`config.mk`:
```
export PLATFORM = sky130hd
export DESIGN_NAME = kp_out_serializer_flat
export DESIGN_NICKNAME = d
export VERILOG_FILES = /design/src/rtl/kp_out_serializer_pkg.sv /design/src/rtl/kp_out_serializer_if.sv /design/src/rtl/kp_nibble_shifter.sv /design/src/rtl/kp_out_serializer.sv /design/src/flat_wrapper.sv
export SDC_FILE = /design/constraint.sdc
export NUM_CORES = 1
export LEC_CHECK = 0
export CORE_MARGIN = 2
export CORE_UTILIZATION = 32
export CTS_CLUSTER_DIAMETER = 50
export CTS_CLUSTER_SIZE = 12
export DETAILED_ROUTE_END_ITERATION = 8
export SETUP_SLACK_MARGIN = 0.02
export SLEW_MARGIN = 30
export SYNTH_ARGS = -nofsm -noshare
export SYNTH_HDL_FRONTEND = slang
export SYNTH_SLANG_ARGS = --single-unit
```
`constraint.sdc`:
```
create_clock -name i_clk -period 9.42 [get_ports i_clk]
set_input_delay 1.413 -clock i_clk [delete_from_list [all_inputs] [get_ports i_clk]]
set_output_delay 1.413 -clock i_clk [all_outputs]
set_load 0.1 [all_outputs]
```
`src/rtl/kp_out_serializer_pkg.sv`:
```
// Shared ECC constants and the output serializer state type.
// Used by the operand loader and by kp_out_serializer so both sides
// agree on coordinate width and nibble framing.
package ecc_pkg;

  localparam int SIZE             = 32;
  localparam int NIBBLE_W         = 4;
  localparam int NIBBLES_PER_WORD = SIZE / NIBBLE_W;
  localparam int FRAME_W          = 2 * SIZE;
  localparam int CNT_W            = 4;

  // Counter values at which the final x nibble and final y nibble transfer.
  localparam logic [CNT_W-1:0] X_LAST_CNT = CNT_W'(NIBBLES_PER_WORD - 1);
  localparam logic [CNT_W-1:0] Y_LAST_CNT = CNT_W'(2 * NIBBLES_PER_WORD - 1);

  typedef enum logic [2:0] {
    ST_IDLE,
    ST_SEND_X,
    ST_SEND_Y,
    ST_CKSUM,
    ST_DONE
  } ser_state_t;

endpackage

```
`src/rtl/kp_out_serializer_if.sv`:
```
// Nibble stream bus carrying the kP result out of the ECC top.
// The master drives valid/nibble/last; the slave answers with ready.
interface kp_out_serializer_if;
  import ecc_pkg::*;

  logic                valid;
  logic [NIBBLE_W-1:0] nibble;
  logic                last;
  logic                ready;

  modport master (output valid, output nibble, output last, input ready);
  modport slave  (input valid, input nibble, input last, output ready);

endinterface

```
`src/rtl/kp_nibble_shifter.sv`:
```
// 2*SIZE load / shift-right-by-4 register with a running XOR of every
// nibble shifted out. When append is set on a shift, the updated XOR is
// placed in the low nibble, so the checksum comes out as the next nibble.
module kp_nibble_shifter
  import ecc_pkg::*;
(
  input  logic                i_clk,
  input  logic                i_rst,
  input  logic                load,
  input  logic [FRAME_W-1:0]  load_data,
  input  logic                shift,
  input  logic                append,
  output logic [NIBBLE_W-1:0] nibble
);

  logic [FRAME_W-1:0]  data_q;
  logic [NIBBLE_W-1:0] acc_q;
  logic [NIBBLE_W-1:0] acc_n;

  assign acc_n  = acc_q ^ data_q[NIBBLE_W-1:0];
  assign nibble = data_q[NIBBLE_W-1:0];

  // Load a fresh {y,x} word or shift one nibble out, tracking the XOR.
  always_ff @(posedge i_clk or posedge i_rst) begin
    if (i_rst) begin
      data_q <= '0;
      acc_q  <= '0;
    end else if (load) begin
      data_q <= load_data;
      acc_q  <= '0;
    end else if (shift) begin
      acc_q  <= acc_n;
      data_q <= (data_q >> NIBBLE_W) |
                (append ? {{(FRAME_W-NIBBLE_W){1'b0}}, acc_n} : '0);
    end
  end

endmodule

```
`src/rtl/kp_out_serializer.sv`:
```
// Streams the affine kP result (x then y, LSB nibble first) over the 4-bit
// kP pin with valid/ready, holding one pending result behind the active one.
// Optional: define ECC_OUT_CHECKSUM_EN to append an XOR checksum nibble.
module kp_out_serializer
  import ecc_pkg::*;
(
  input  logic                       i_clk,
  input  logic                       i_rst,
  input  logic                       i_done,
  input  logic [SIZE-1:0]            i_x,
  input  logic [SIZE-1:0]            i_y,
  kp_out_serializer_if.master        out_if,
  output logic                       o_frame_done,
  output logic                       o_busy,
  output logic                       o_overflow
);

  ser_state_t         state_q, state_n;
  logic [CNT_W-1:0]   cnt_q, cnt_n;
  logic [FRAME_W-1:0] pend_q;
  logic               pend_full_q, pend_full_n, pend_load;
  logic               valid_q, last_q, frame_done_q, busy_q, overflow_q;
  logic               overflow_n;
  logic               sh_load, sh_shift, sh_append;
  logic [FRAME_W-1:0] load_data;
  logic               xfer;

  assign xfer = valid_q & out_if.ready;

  kp_nibble_shifter u_shifter (
    .i_clk     (i_clk),
    .i_rst     (i_rst),
    .load      (sh_load),
    .load_data (load_data),
    .shift     (sh_shift),
    .append    (sh_append),
    .nibble    (out_if.nibble)
  );

  // Next state, shifter control and pending-slot decisions.
  always_comb begin
    state_n     = state_q;
    cnt_n       = cnt_q;
    sh_load     = 1'b0;
    sh_shift    = 1'b0;
    sh_append   = 1'b0;
    load_data   = {i_y, i_x};
    pend_full_n = pend_full_q;
    pend_load   = 1'b0;
    overflow_n  = 1'b0;
    case (state_q)
      ST_IDLE: begin
        if (i_done) begin
          sh_load = 1'b1;
          cnt_n   = '0;
          state_n = ST_SEND_X;
        end
      end
      ST_SEND_X: begin
        if (xfer) begin
          sh_shift = 1'b1;
          cnt_n    = cnt_q + CNT_W'(1);
          if (cnt_q == X_LAST_CNT) state_n = ST_SEND_Y;
        end
      end
      ST_SEND_Y: begin
        if (xfer) begin
          sh_shift = 1'b1;
          cnt_n    = cnt_q + CNT_W'(1);
          if (cnt_q == Y_LAST_CNT) begin
`ifdef ECC_OUT_CHECKSUM_EN
            sh_append = 1'b1;
            state_n   = ST_CKSUM;
`else
            state_n   = ST_DONE;
`endif
          end
        end
      end
`ifdef ECC_OUT_CHECKSUM_EN
      ST_CKSUM: begin
        if (xfer) begin
          sh_shift = 1'b1;
          state_n  = ST_DONE;
        end
      end
`endif
      ST_DONE: begin
        if (pend_full_q) begin
          sh_load     = 1'b1;
          load_data   = pend_q;
          pend_full_n = 1'b0;
          cnt_n       = '0;
          state_n     = ST_SEND_X;
        end else if (i_done) begin
          sh_load = 1'b1;
          cnt_n   = '0;
          state_n = ST_SEND_X;
        end else begin
          state_n = ST_IDLE;
        end
      end
      default: state_n = ST_IDLE;
    endcase

    if (i_done && (state_q != ST_IDLE) && !((state_q == ST_DONE) && !pend_full_q)) begin
      if (pend_full_q) begin
        overflow_n = 1'b1;
      end else begin
        pend_load   = 1'b1;
        pend_full_n = 1'b1;
      end
    end
  end

  // State, nibble counter and pending slot registers.
  always_ff @(posedge i_clk or posedge i_rst) begin
    if (i_rst) begin
      state_q     <= ST_IDLE;
      cnt_q       <= '0;
      pend_q      <= '0;
      pend_full_q <= 1'b0;
    end else begin
      state_q     <= state_n;
      cnt_q       <= cnt_n;
      pend_full_q <= pend_full_n;
      if (pend_load) pend_q <= {i_y, i_x};
    end
  end

  // Output flags registered from next-state values so none depend on i_ready.
  always_ff @(posedge i_clk or posedge i_rst) begin
    if (i_rst) begin
      valid_q      <= 1'b0;
      last_q       <= 1'b0;
      frame_done_q <= 1'b0;
      busy_q       <= 1'b0;
      overflow_q   <= 1'b0;
    end else begin
      valid_q      <= state_n inside {ST_SEND_X, ST_SEND_Y, ST_CKSUM};
`ifdef ECC_OUT_CHECKSUM_EN
      last_q       <= (state_n == ST_CKSUM);
`else
      last_q       <= (state_n == ST_SEND_Y) && (cnt_n == Y_LAST_CNT);
`endif
      frame_done_q <= (state_n == ST_DONE);
      busy_q       <= (state_n != ST_IDLE) || pend_full_n;
      overflow_q   <= overflow_n;
    end
  end

  assign out_if.valid = valid_q;
  assign out_if.last  = last_q;
  assign o_frame_done = frame_done_q;
  assign o_busy       = busy_q;
  assign o_overflow   = overflow_q;

endmodule
```
`src/flat_wrapper.sv`:
```
// flat-port wrapper written by rule: the top's interface ports become plain ports
module kp_out_serializer_flat import ecc_pkg::*;
  (i_clk, i_rst, i_done, i_x, i_y, o_frame_done, o_busy, o_overflow, out_if_valid, out_if_nibble, out_if_last, out_if_ready);
  kp_out_serializer_if out_if_i ();
  input  logic i_clk;
  input  logic i_rst;
  input  logic i_done;
  input  logic [SIZE-1:0] i_x;
  input  logic [SIZE-1:0] i_y;
  output logic o_frame_done;
  output logic o_busy;
  output logic o_overflow;
  output wire logic [$bits(out_if_i.valid)-1:0] out_if_valid;
  output wire logic [$bits(out_if_i.nibble)-1:0] out_if_nibble;
  output wire logic [$bits(out_if_i.last)-1:0] out_if_last;
  input wire logic [$bits(out_if_i.ready)-1:0] out_if_ready;
  assign out_if_valid = out_if_i.valid;
  assign out_if_nibble = out_if_i.nibble;
  assign out_if_last = out_if_i.last;
  assign out_if_i.ready = out_if_ready;
  kp_out_serializer u_core (.i_clk(i_clk), .i_rst(i_rst), .i_done(i_done), .i_x(i_x), .i_y(i_y), .out_if(out_if_i), .o_frame_done(o_frame_done), .o_busy(o_busy), .o_overflow(o_overflow));
endmodule
```
### After elaboration in Yosys (flattened, before gate mapping)

Index checks and enable logic that the tools add are counted.

| storage, ports and cells | value |
|---|---|
| flip-flop bits (word level) | 141 |
| input bits | 68 |
| output and inout bits | 9 |
| logic and storage cells | 63 |

| operators by class | value |
|---|---|
| add/subtract/negate cells | 1 |
| equal/unequal tests | 10 |
| mux-type cells | 28 |
| bitwise operators | 1 |
| reduce and logical (&&, ||, !) cells | 13 |

Operators by type and width:

| cell | count |
|---|---|
| 64-bit two-way mux | 4 |
| 3-bit two-way mux | 6 |
| 1-bit two-way mux | 12 |
| 4-bit two-way mux | 3 |
| 3-bit one-hot mux with 4 select lines | 1 |
| 4-bit one-hot mux with 3 select lines | 1 |
| 3-bit by 2-bit equality test with 1-bit output, second input constant | 3 |
| 3-bit nonzero test | 3 |
| 4-bit equality test, second input constant | 2 |
| 3-bit by 1-bit equality test with 1-bit output, second input constant | 2 |
| 3-bit equality test, second input constant | 2 |
| 4-bit by 1-bit adder with 4-bit output, second input constant | 1 |
| 4-bit by 3-bit equality test with 1-bit output, second input constant | 1 |
| 1-bit logical AND | 4 |
| 3-bit zero test | 1 |
| 1-bit zero test | 2 |
| 1-bit one-hot mux with 2 select lines | 1 |
| 2-bit nonzero test | 1 |
| 2-bit OR reduction | 1 |
| 1-bit bitwise AND | 1 |
| 1-bit logical OR | 1 |

### Logic depth before layout (Yosys ltp)

Gate-level depths: netlist of run 1.

| depth | value |
|---|---|
| depth after elaboration | 6 |
| gate-level depth with buffers | 7 |
| depth with buffers taken out | 5 |

### Hierarchy

A second synthesis of run 1 with hierarchy kept.

| unflattened totals | value |
|---|---|
| cell total of the unflattened synthesis | 588 |
| area, all modules | 7447.1 um^2 |

Modules (own cells, without submodules):

| module | instances | cells an instance | area an instance (um^2) | sequential area each (um^2) |
|---|---|---|---|---|
| kp_out_serializer | 1 | 274 | 4201.5 | 1926.8 |
| kp_nibble_shifter | 1 | 314 | 3245.6 | 1701.6 |

### Least setup slack after synthesis of run 1

Ideal clock, no wire load.

| timing | value |
|---|---|
| path type | input-to-reg |
| from | input i_done |
| to | register u_core.u_shifter.data_q[10] |
| library setup time | 0.082 ns |
| arrival time | 2.382 ns |
| required time | 9.338 ns |
| slack | 6.956 ns |
| cell stages on the path | 6 |
| buffers on the path | 2 |
| cell sequence | a21oi_1 -> nand2b_1 -> buf_2 -> buf_2 -> nand2_1 -> a31oi_1 |

| on the way | value |
|---|---|
| word-level cells in the longest chain between the ends | 4 |
| elaborated cells between the ends (all ways) | 5 |
| classes of those cells | mux: 4; reduce/logical: 1 |

Ends and longest elaborated chain:

| item | line | text |
|---|---|---|
| start, declared | flat_wrapper.sv:7 | `input logic i_done;` |
| 1-bit two-way mux * | kp_out_serializer.sv:53, kp_out_serializer.sv:95 |  |
| 1-bit two-way mux | kp_out_serializer.sv:89 | `if (pend_full_q) begin` |
| 1-bit one-hot mux with 2 select lines * | kp_out_serializer.sv:51 | `case (state_q)` |
| 64-bit two-way mux / 2-bit nonzero test (equally long branches) | -- |  |
| end signal, assigned | kp_nibble_shifter.sv:29 | `data_q <= load_data;` |
| end signal, assigned | kp_nibble_shifter.sv:33 | `data_q <= (data_q >> NIBBLE_W) \|` |
| end, declared | kp_nibble_shifter.sv:16 | `logic [FRAME_W-1:0] data_q;` |

Mark *: on every way between the ends. The rest lies on a longest branch, timed or not.
A chain may end at the register's enable or synchronous reset.

### Final worst setup path of run 1

| timing | value |
|---|---|
| from | input i_done |
| to | register u_core.u_shifter.data_q[2] |

Same word-level chain as after synthesis.

==> flow_summary.toml, run 1 <==
[layout]
fillers = 1871
multi_input_area_um2 = 2530
final_cells = 891
syn_to_final_growth_pct = 23.6
regArea_um2 = 3530
nets = 682
final_layout_size_suffix_gt1_share_pct = 17.3
layout_common_cells = "141 x dfrtp_1, 76 x clkdlybuf4s50_1, 66 x nand2_1, 65 x nor2_1"
antenna_cells = 0
layout_commonest_cell = "dfrtp_1"

[global_route]
grt_first_pass_wirelength_um = 24300
antenna_found_initial = 0
grt_overflow_total = 0
grt_max_degree = 83
grt_pass1_vias = 4715
track_usage_pct = 15.1

[detailed_routing]
viasPerCell = 5.23
drt_wl_total_um = 14800
routedWlPerCell_um = 16.7
ant_nets = 0
drc_errors = 0
firstDrtPassIters = 5
dr_total_vias = 4662
drt-initial-drc-count = 313

[placement]
hpwl_um = 9190
numPortBuffers = 76
dp.cells = 859
gp_congestion = 0.772

[job]
max-cap-violations = 0

[worst_hold_path]
hold_depth = 1
min_path_type = "reg -> reg"

[cts]
insertion_delay_ns = 0.42
h-tree-depth = 4
clk_path_buf_depth = 2
path_clk_slew_ns = 0.06
cts_buffers = 17
cts-resized-gates = 0
clock_sinks = 141
cts_hold_buf = 0
post-cts-setup-buffers = 0
cts-root-buf = "clkbuf_16"
cts_tree = "yes"

[floorplan]
rows = 51
ios = 77
initial_core_util_pct = 32.6
dieArea_um2 = 20900
die_h_um = 145
core_area_um2 = 19500
dieWidth_um = 145

[sta]
worst_pin_slew_ns = 0.990
post-route-min-period_ns = 3.56
hold_slack_ns = 0.482
hold_violations = 0
skew_ns = 0.00650
clock.fmax_mhz = 281
rsz0062_at_grt = "false"
post-route-period-util_pct = 37.8
finalSetupViolCount = 0
relSlewSlack_pct = 33.8
setup_tns_ns = 0
drv_slew = 0

[pwr]
peakVddDrop_v = 0.000141
power.internal_mw = 1.42
clock_power_share_pct = 31.4
swShare_pct = 32.5
power.total_mw = 2.10
p_switching_mw = 0.684
power.leakage_nw = 3.17
p_seq_share_pct = 41.6
combPwrFrac_pct = 27.0
power-per-cell-area_nw_per_um2 = 269

[logic_synthesis]
syn_nets = 632
ys_warn_count = 0
yosysSeqAreaShare_pct = 55.7
ys.flop_type = "dfrtp_1"
synth-seq-cells = 141
syn_inst = 563
yosys.area.top_type = "dfrtp_1"
avgSynthCellArea_um2 = 11.3
synth_edf_count = 0
syn-cell-area_um2 = 6340
synth.distinct_cells = 44
synthArstFlopShare_pct = 100
synthTopCellsByArea = "dfrtp_1 56%, mux2_2 11%, o221ai_1 8.4%, a31oi_1 6.0%, nand2_1 4.0%"
synth_top_area_share_pct = 55.7

[worst_setup_path]
path_cells = "clkdlybuf4s50_1, a21oi_1, nand2b_2, buf_4, nand2_1, a31oi_1"
crit_cells = 6
cp.required_ns = 9.76
path_class = "in -> reg"
critPathLaunchType = "input pin"
critPathBufInv = 2
worstPathArrival_ns = 3.89
endpoint_kind = "register"
crit_path_max_fanout = 35
crit_path_max_incr_delay_ns = 0.63
critPathSlowestCell = "nand2b_2"
r2r_cells = 5
crit_family = "buffers and inverters"

[run_status]
status = "completed"
per-stage QoR:
| stage | setup WS (ns) | util, % | instance area, µm² |
|---|---|---|---|
| after floorplan | 4.23 | - | 6340 |
| after global placement | 5.52 | 37.1 | 7220 |
| after global routing | 5.64 | 40.2 | 7830 |
| after CTS | 5.87 | 40.2 | 7830 |
| final | 5.86 | 40.2 | 7830 |
| after detailed placement | 5.41 | 37.2 | 7250 |
logic make-up after synthesis:
kind of cell    Yosys count  synth area share (%)
flops                   141                  55.7
compound gates          143                  17.0
mux                      66                  11.7
xor+xnor                  1                 0.138
fa+ha+maj                 1                 0.197
buf+inv                  54                  4.74
simple gates            157                  10.5
area by class of cell:
type	count	share of cell area, %
clock buffers	26	6.38
clock inverters	6	1.05
inverters	1	0.112
multi-input cells	368	32.4
flip-flops and latches	141	45.1
well taps	265	4.23
repair buffers	84	10.8
worst paths after layout:
check / start / slack [ns] / to
min in group asynchronous: i_rst / 1.43 / u_core.out_if.last$_DFF_PP0_
hold reg to reg: u_core.pend_q[63]$_DFFE_PP0P_ / 0.48 / u_core.pend_q[63]$_DFFE_PP0P_
max in group asynchronous: i_rst / 6.86 / u_core.pend_q[36]$_DFFE_PP0P_
setup / recovery: i_done / 5.86 / u_core.u_shifter.data_q[2]$_DFFE_PP0P_
hold / removal: u_core.pend_q[63]$_DFFE_PP0P_ / 0.48 / u_core.pend_q[63]$_DFFE_PP0P_
setup reg to reg: u_core.state_q[2]$_DFF_PP0_ / 6.68 / u_core.u_shifter.data_q[2]$_DFFE_PP0P_
state kept, by name, indices dropped and copies added, names as in the netlist:
name	count
u_core.pend_full_q	1
u_core.cnt_q	4
u_core.pend_q	64
u_core.out_if.valid	1
u_core.o_busy	1
u_core.o_overflow	1
u_core.u_shifter.data_q	64
u_core.out_if.last	1
u_core.o_frame_done	1
u_core.state_q	3
power groups by stage:
| stage | combinational [mW] | sequential (mW) | clock [mW] |
|---|---|---|---|
| floorplan | 0.444 | 0.872 | 0 |
| global placement | 0.545 | 0.875 | 0 |
| detailed placement | 0.575 | 0.883 | 0 |
| CTS | 0.576 | 0.874 | 0.676 |
| global route | 0.637 | 0.897 | 0.704 |
| finish | 0.569 | 0.874 | 0.660 |
layer usage:
metal	global-route usage, %	routed length (µm)	part of all wire (%)
met3	3.59	637	4.3
met4	5.93	253	1.7
met1	19.4	6700	45
met2	24.6	7240	49
met5	0	0	0
synth_stat cells, types with 2 or more instances:
cell type and count:
dfrtp_1 141, nand2_1 67, nor2_1 65, a31oi_1 61, o221ai_1 61, mux2_2 60, buf_2 27, buf_4 17
clkbuf_1 9, mux2_1 5, o2bb2ai_1 4, a21oi_1 3, nor3_1 3, o21ai_0 3, o22ai_1 3, and3_1 2
nand3_1 2, nor2_2 2, nor3b_1 2, or2_2 2
Note: power is estimated with default switching activity, not from simulation.
==> run 2, diff against run 1 <==
==> constraint.sdc (replaced) <==
create_clock -name i_clk -period 2.92 [get_ports i_clk]
set_input_delay 0.438 -clock i_clk [delete_from_list [all_inputs] [get_ports i_clk]]
set_output_delay 0.438 -clock i_clk [all_outputs]
set_load 0.1 [all_outputs]
==> run 2 against run 1 <==
Sequential cell count did not move. Clock power rose to 3.7 times the previous value. Die area unchanged. Count of clock-buffer cells in the layout down 4. Core utilization grew 0.50 points. Sequential power rose to 3.2 times the previous value. Clock skew rose by 0.0020 ns. Largest cell class unchanged. Register-to-register slack worse by 6.0 ns. Global-route usage fell by 0.34 points. Hold slack got worse by 0.17 ns. Largest power group unchanged.
==> flow_summary.toml, run 2 (synthesis results as in run 1) <==
[run_status]
status = "completed"

[worst_setup_path]
endpoint = "u_core.pend_q[31]$_DFFE_PP0P_"
ff2ff_setup_slack_ns = 0.69
endpoint_kind = "register"
r2r_cells = 5
critPathLaunchType = "register"
startpoint = "u_core.state_q[0]$_DFF_PP0_"
worstPathArrival_ns = 2.52
cp.required_ns = 3.22
rr_startpoint = "u_core.state_q[0]$_DFF_PP0_"
path_class = "reg -> reg"
crit_path_max_fanout = 40
r2r_end = "u_core.pend_q[31]$_DFFE_PP0P_"

[layout]
final_layout_size_suffix_gt1_share_pct = 20.1
nets = 688
layout_commonest_cell = "dfrtp_1"
top_regs = "u_core.pend_q x64, u_core.u_shifter.data_q x64, u_core.cnt_q x4"
antenna_cells = 0
multi_input_area_um2 = 2530
fillers = 1859
layout_common_cells = "141 x dfrtp_1, 67 x clkdlybuf4s50_1, 66 x nand2_1, 65 x nor2_1"
final_cells = 897
regArea_um2 = 3530
syn_to_final_growth_pct = 25.1

[sta]
post-route-period-util_pct = 76.2
post-route-min-period_ns = 2.23
skew_ns = 0.00855
worst_pin_slew_ns = 0.742
finalSetupViolCount = 0
hold_slack_ns = 0.314
hold_violations = 0
setup_tns_ns = 0
rsz0062_at_grt = "false"
setup_slack_ns = 0.694
drv_slew = 0
clock.fmax_mhz = 449
relSlewSlack_pct = 50.5

[cts]
cts-resized-gates = 0
insertion_delay_ns = 0.42
h-tree-depth = 4
cts_hold_buf = 0
path_clk_slew_ns = 0.06
cts-root-buf = "clkbuf_16"
cts_tree = "yes"
clk_path_buf_depth = 2
post-cts-setup-buffers = 0
cts_buffers = 17
clock_sinks = 141

[pwr]
power.leakage_nw = 3.24
power.total_mw = 7.04
power-per-cell-area_nw_per_um2 = 889
peakVddDrop_v = 0.000415

[detailed_routing]
drt_wl_total_um = 14900
dr_total_vias = 4665
viasPerCell = 5.20
drc_errors = 0
routedWlPerCell_um = 16.6
firstDrtPassIters = 4
drt-initial-drc-count = 286
ant_nets = 0

[floorplan]
dieWidth_um = 145
core_area_um2 = 19500
ios = 77
die_h_um = 145
initial_core_util_pct = 32.6
rows = 51
dieArea_um2 = 20900

[global_route]
track_usage_pct = 14.7
grt_max_degree = 105
grt_first_pass_wirelength_um = 23900
grt_overflow_total = 0
grt_pass1_vias = 4766
antenna_found_initial = 0

[worst_hold_path]
min_path_type = "in -> async"

[placement]
gp_congestion = 0.772
numPortBuffers = 76
pre_cts_slack_ns = 0.414
dp.cells = 865
hpwl_um = 9350

[job]
max-cap-violations = 0
[run 2: cell count changes in the layout (fill, tap and decap cells not counted), moves of 2 or more]
| cell | change |
|---|---|
| bufinv_16 | +3 |
| clkdlybuf4s50_1 | -9 |
| clkinvlp_4 | +2 |
| clkbuf_1 | -4 |
| buf_4 | +16 |
[run 2: final cells by class]
type,instances,area share (%)
multi-input combinational,368,32.0
clock inverter,10,2.32
inverter,1,0.0947
timing repair buffer,90,10.8
sequential,141,44.5
clock buffer,22,6.11
tap,265,4.18
[run 2: stage by stage]
stage                     util (%)  instance area, µm²
after floorplan                  -                6340
after global placement        37.3                7260
after detailed placement      37.3                7260
after CTS                     40.7                7930
after global routing          40.7                7930
final                         40.7                7930
[run 2: layer usage]
layer / track usage [%] / part of all wire [%]
met5: 0 / 0
met1: 18.8 / 46
met2: 24.9 / 49
met3: 2.73 / 3.3
met4: 5.52 / 1.4
[run 2: critical path: stages (launching register included)]
cell	delay (ns)
dfrtp_1	0.45
or2_1	0.48
nand2_1	0.17
nor2_4	0.11
buf_4	0.47
mux2_2	0.41
[run 2: worst min-delay path by stage]
stage                                         endpoint  slack [ns]  cells after the start
2_1_floorplan            u_core.pend_q[63]$_DFFE_PP0P_        0.45                      1
3_3_place_gp             u_core.pend_q[63]$_DFFE_PP0P_        0.47                      1
3_5_place_dp             u_core.pend_q[62]$_DFFE_PP0P_        0.48                      1
4_1_cts                  u_core.pend_q[22]$_DFFE_PP0P_        0.30                      2
5_1_grt        u_core.u_shifter.data_q[26]$_DFFE_PP0P_        0.32                      2
6_report       u_core.u_shifter.data_q[26]$_DFFE_PP0P_        0.31                      2
[run 2: report_power, final]
part           leakage (nW)  switching, mW  total [mW]  internal [mW]
registers              1.64          0.319        2.82           2.50
logic                  1.27           1.10        1.80          0.705
clock network         0.322          0.816        2.42           1.61
total                  3.24           2.23        7.04           4.81
